### config.mk
export PLATFORM = sky130hd
export DESIGN_NAME = count_ld_mod
export DESIGN_NICKNAME = d
export VERILOG_FILES = /design/src/rtl/count_pkg.sv /design/src/rtl/count_tc.sv /design/src/rtl/count_ld_mod.sv
export SDC_FILE = /design/constraint.sdc
export NUM_CORES = 1
export LEC_CHECK = 0
export CAP_MARGIN = 20
export CORE_UTILIZATION = 46
export CTS_BUF_LIST = sky130_fd_sc_hd__clkbuf_16
export DETAILED_ROUTE_END_ITERATION = 8
export GPL_ROUTABILITY_DRIVEN = 0
export PLACE_DENSITY = 0.84
export SYNTH_ARGS = -nofsm -noshare
export SYNTH_HDL_FRONTEND = slang
export SYNTH_SLANG_ARGS = --single-unit
### constraint.sdc
create_clock -name clk -period 5.7 [get_ports clk]
set_input_delay 1.425 -clock clk [delete_from_list [all_inputs] [get_ports clk]]
set_output_delay 1.425 -clock clk [all_outputs]
set_load 0.01 [all_outputs]
### src/rtl/count_pkg.sv
// Shared definitions for the loadable modulo-N counter family.
package count_pkg;

   typedef enum logic {
      ST_RUN  = 1'b0,
      ST_DONE = 1'b1
   } state_e;

   localparam logic DIR_UP = 1'b0;
   localparam logic DIR_DN = 1'b1;

endpackage

### src/rtl/count_tc.sv
// Terminal-value select and detect for a modulo-N up/down counter.
module count_tc
   import count_pkg::*;
#(
   parameter int WIDTH   = 8,
   parameter int MODULUS = 256
) (
   input  logic [WIDTH-1:0] q,
   input  logic             dn,
   output logic [WIDTH-1:0] tv,
   output logic             at_tc
);

   localparam logic [WIDTH-1:0] QMAX = WIDTH'(MODULUS - 1);

   always_comb begin
      tv    = (dn == DIR_DN) ? '0 : QMAX;
      at_tc = (q == tv);
   end

endmodule

### src/rtl/count_ld_mod.sv
// Loadable modulo-N up/down counter with one-shot mode, compare match,
// sticky overflow and a combinational carry chain for cascading.
module count_ld_mod
   import count_pkg::*;
#(
   parameter int WIDTH   = 8,
   parameter int MODULUS = 256
) (
   input  logic             clk,
   input  logic             rst,
   input  logic [WIDTH-1:0] d,
   input  logic             ld,
   input  logic             ci,
   input  logic             dn,
   input  logic             oneshot,
   input  logic [WIDTH-1:0] cmp,
   input  logic             clr_ovf,
   output logic [WIDTH-1:0] q,
   output logic             co,
   output logic             match,
   output logic             ovf,
   output logic             run
);

   localparam logic [WIDTH-1:0] QMAX    = WIDTH'(MODULUS - 1);
   localparam logic [WIDTH-1:0] ONE     = WIDTH'(1);
   localparam logic [WIDTH:0]   MOD_EXT = (WIDTH + 1)'(MODULUS);

   state_e           state_q, state_d;
   logic [WIDTH-1:0] q_q, q_d;
   logic [WIDTH-1:0] tv;
   logic             at_tc;
   logic             cnt_en;
   logic             term_ev;
   logic             ovf_q, ovf_d;
   logic             match_q;

   count_tc #(
      .WIDTH   (WIDTH),
      .MODULUS (MODULUS)
   ) u_tc (
      .q     (q_q),
      .dn    (dn),
      .tv    (tv),
      .at_tc (at_tc)
   );

   assign run     = (state_q == ST_RUN);
   // Combinational so downstream stages step on the same edge.
   assign co      = ci & run & at_tc;
   assign cnt_en  = ci & run & ~ld;
   assign term_ev = cnt_en & at_tc;

   always_comb begin
      state_d = state_q;
      q_d     = q_q;
      // Set wins over a coincident clear.
      ovf_d   = term_ev | (ovf_q & ~clr_ovf);

      if (ld) begin
         q_d     = ({1'b0, d} < MOD_EXT) ? d : QMAX;
         state_d = ST_RUN;
      end else begin
         if (!oneshot) begin
            state_d = ST_RUN;
         end
         if (cnt_en) begin
            if (!at_tc) begin
               q_d = (dn == DIR_DN) ? (q_q - ONE) : (q_q + ONE);
            end else if (oneshot) begin
               q_d     = tv;
               state_d = ST_DONE;
            end else begin
               q_d = (dn == DIR_DN) ? QMAX : '0;
            end
         end
      end
   end

   always_ff @(posedge clk) begin
      if (!rst) begin
         state_q <= ST_RUN;
         q_q     <= '0;
         ovf_q   <= 1'b0;
         match_q <= 1'b0;
      end else begin
         state_q <= state_d;
         q_q     <= q_d;
         ovf_q   <= ovf_d;
         match_q <= (q_q == cmp);
      end
   end

   assign q     = q_q;
   assign ovf   = ovf_q;
   assign match = match_q;

endmodule

==> summary.txt <==
Final layout
  – # nets final: 176
  – Area growth syn-to-layout: 45.7%
  – Design area: 1320 um2
  – Area used by multi-input combinational logic: 621 um2
  – ANT cells: 0
  – Share of cells above drive strength 1: under 10%
  – Fillers: 133
  – Register area: roughly 220 um2

Place
  – Pre-CTS setup slack: 451 ps
  – Port bufs: 34
  – Hpwl dp: 1930 um
  – DP Area: 1240 um2

Job
  – Max-cap violations: 0

Critical path
  – CP Capture Type: output port
  – Worst path bufs/invs: 2
  – Reg2reg start: q[4]
  – Worst path most repeated cell: clkdlybuf4s50_1
  – Crit-path leading delay family: buffers and inverters
  – Reg2reg setup slack: 3600 ps
  – Worst path depth: 6
  – CP Cell Sequence: clkdlybuf4s50_1, ha_1, nand2_1, a2111o_1, nor2_1, clkdlybuf4s50_1
  – Max stage delay cell, worst path: clkdlybuf4s50_1
  – Worst R2R Path Depth: 8
  – Worst EP arrival: 3830 ps
  – Kind of critical path: input pin to output port
  – Req. time, crit path: 4280 ps
  – Max FO, Critical Path: 11
  – RR Endpoint: q[6]
  – CP endpoint: co
  – CP peak stage delay: between 600 and 700 ps
  – CP Launch Point: dn
  – Startpoint Class: input pin

STA
  – Fmax: between 150 and 200 MHz
  – Final worst slack: 440 ps
  – Clock Skew: 4.74 ps
  – Final hold vios: 0
  – TNS Setup: 0 ps
  – Worst slew pin tran: 426 ps
  – Slew HR: 71.5%
  – Tcrit/Tclk final: 92.3%
  – Max-slew violation count: 0
  – Number of setup violations in the final report: 0
  – Post-layout min period: roughly 5300 ps
  – Hold_ws: 571 ps
  – RSZ-0062 raised after global routing: no

Yosys
  – Yosys cell types: 34
  – Mean Syn Cell Area: 8.17 um2
  – Async set-or-reset flop fraction in the synthesized netlist: 0%
  – Top FF cell, synth: dfxtp_1
  – Synth Instances: 111
  – Top cell type by total area after synthesis: dfxtp_1
  – Synth Register Bits: 11
  – Ys Warns: 0
  – Top-area cell type share of the netlist area: 24.3%
  – Post-synth EDFFs: 0
  – Most common cell in the netlist: o21ai_0
  – Top cells by area, synth: dfxtp_1, xnor2_1, ha_1
  – Synthesized area: between 900 and 1000 um2
  – Synthesized Nets: between 100 and 150
  – Sequential fraction of the synthesis area: 24.3%
  – Commonest cells in the netlist: o21ai_0, dfxtp_1, nor3_1

Die
  – Core area: 1780 um2
  – Die Footprint: 2150 um2
  – Die Ht: 46.4 um
  – Rows: 15
  – # IOs: 35
  – Initial Util: 50.9%
  – Chip width: 46.4 um

Routing
  – Final WL: ~2600 um
  – Detail Route Antenna Nets: 0
  – DRC: 0
  – DR vias/cell: 5.68
  – Avg WL per Cell: 15.3 um
  – DR vias: 965
  – Initial DRC count: 12
  – DR pass1 iterations: 4

Clocking
  – Bufs on Longest Clock Path: 2
  – Skew-Pair Late Insertion Delay: 240 ps
  – CTS Sinks: 11
  – Root Driver: clkbuf_16
  – Cts repair resizes: 0
  – Hold buffers post-CTS: 0
  – Post-CTS setup buffers: 0
  – CTS tree: built
  – CTS H-tree lvls: 1
  – Clock slew at reported path FFs: 40 ps
  – Number of CTS-inserted buffers: 3

Pwr
  – Leak: 0.000513 uW
  – Power, Total: 315 uW
  – Pwr/cell area: ~240 nW/um2
  – Max VDD drop: 0.000192 V

Global routing
  – Largest net degree at the start of global routing: 13
  – Total GRT Usage: 26.7%
  – Initial antenna violation count: 0
  – Number of global-route vias before repair: 984
  – First-pass GRT wire length: about 4000 um
  – Grt total ovfl: 0

Worst hold path
  – Hold Crit Class: register to register

Outcome
  – Status: finished clean
logic make-up after synthesis:
family,after synthesis,synth area share [%]
compound gates,36,25.4
simple gates,33,20.0
xor+xnor,13,12.6
buf+inv,11,7.31
flops,11,24.3
fa+ha+maj,7,10.5
flip-flops by register name, indices dropped and copies added, names as in the netlist:
| register | count |
|---|---|
| q | 8 |
| state_q | 1 |
| ovf | 1 |
| match | 1 |
layer usage:
metal | track usage [%] | up-vias | share of wire, %
met2 | 48.6 | 40 | 52
met4 | 15.3 | 0 | 1.3
met1 | 28.8 | 440 | 42
li1 | - | 481 | -
met5 | 0 | - | 0
met3 | 3.53 | 4 | 4.5
worst reg2reg max path, cell delays in order (launching register included):
cell and delay [ps]:
dfxtp_1 420, ha_1 320, nand2_1 130, a2111o_1 150, buf_4 180, nor2_1 60
or3_2 490, a31oi_1 190, nor3_1 60
how the worst min path moves through the flow:
| stage | start | to | slack (ps) | depth (start not counted) |
|---|---|---|---|---|
| finish | state_q | state_q | 570 | 1 |
| CTS | state_q | state_q | 570 | 1 |
| global placement | state_q | state_q | 550 | 1 |
| global route | state_q | state_q | 590 | 1 |
| floorplan | state_q | state_q | 530 | 1 |
| detailed placement | state_q | state_q | 560 | 1 |
stage by stage:
stage | util [%] | cells
floorplan | - | 111
global placement | 69.7 | 166
detailed placement | 69.7 | 166
CTS | 74.1 | 170
global route | 74.1 | 170
finish | 74.1 | 170
report_power, final:
part / switching [uW] / internal (uW) / leakage, uW
Combinational: 42.9 / 51.9 / 0.000379
Clock: 35.5 / 92.2 / 0.0000423
Sequential: 9.72 / 83.0 / 0.0000910
layout make-up:
cell class                 instances  share of cell area (%)
multi-input combinational         89                    47.0
timing repair buffer              35                    26.3
sequential                        11                    16.7
clock buffer                       3                    5.68
tap                               25                    2.37
inverter                           6                    1.70
clock inverter                     1                   0.284
layout by cell type, fill, tap and decap left out:
master	instances
and3_1	1
a21o_1	2
and2b_2	1
a21oi_1	8
clkbuf_16	3
a211oi_1	1
a2111o_1	1
xnor2_1	9
o32ai_1	2
dfxtp_1	11
o21a_1	2
nand2_1	5
or3_2	1
o31a_1	1
a21oi_2	1
o2111a_1	1
and2_1	1
or3b_1	1
nor3_1	10
a31oi_1	2
xor2_1	4
or3_1	4
a211o_1	1
nor2_1	3
fa_1	1
inv_1	7
nand3b_1	1
clkdlybuf4s50_1	34
o2111ai_1	1
nor2b_1	2
nand4_1	2
o21ai_0	13
buf_4	1
nor4_1	1
ha_1	6
No activity file was read; power rests on OpenSTA's default activity.
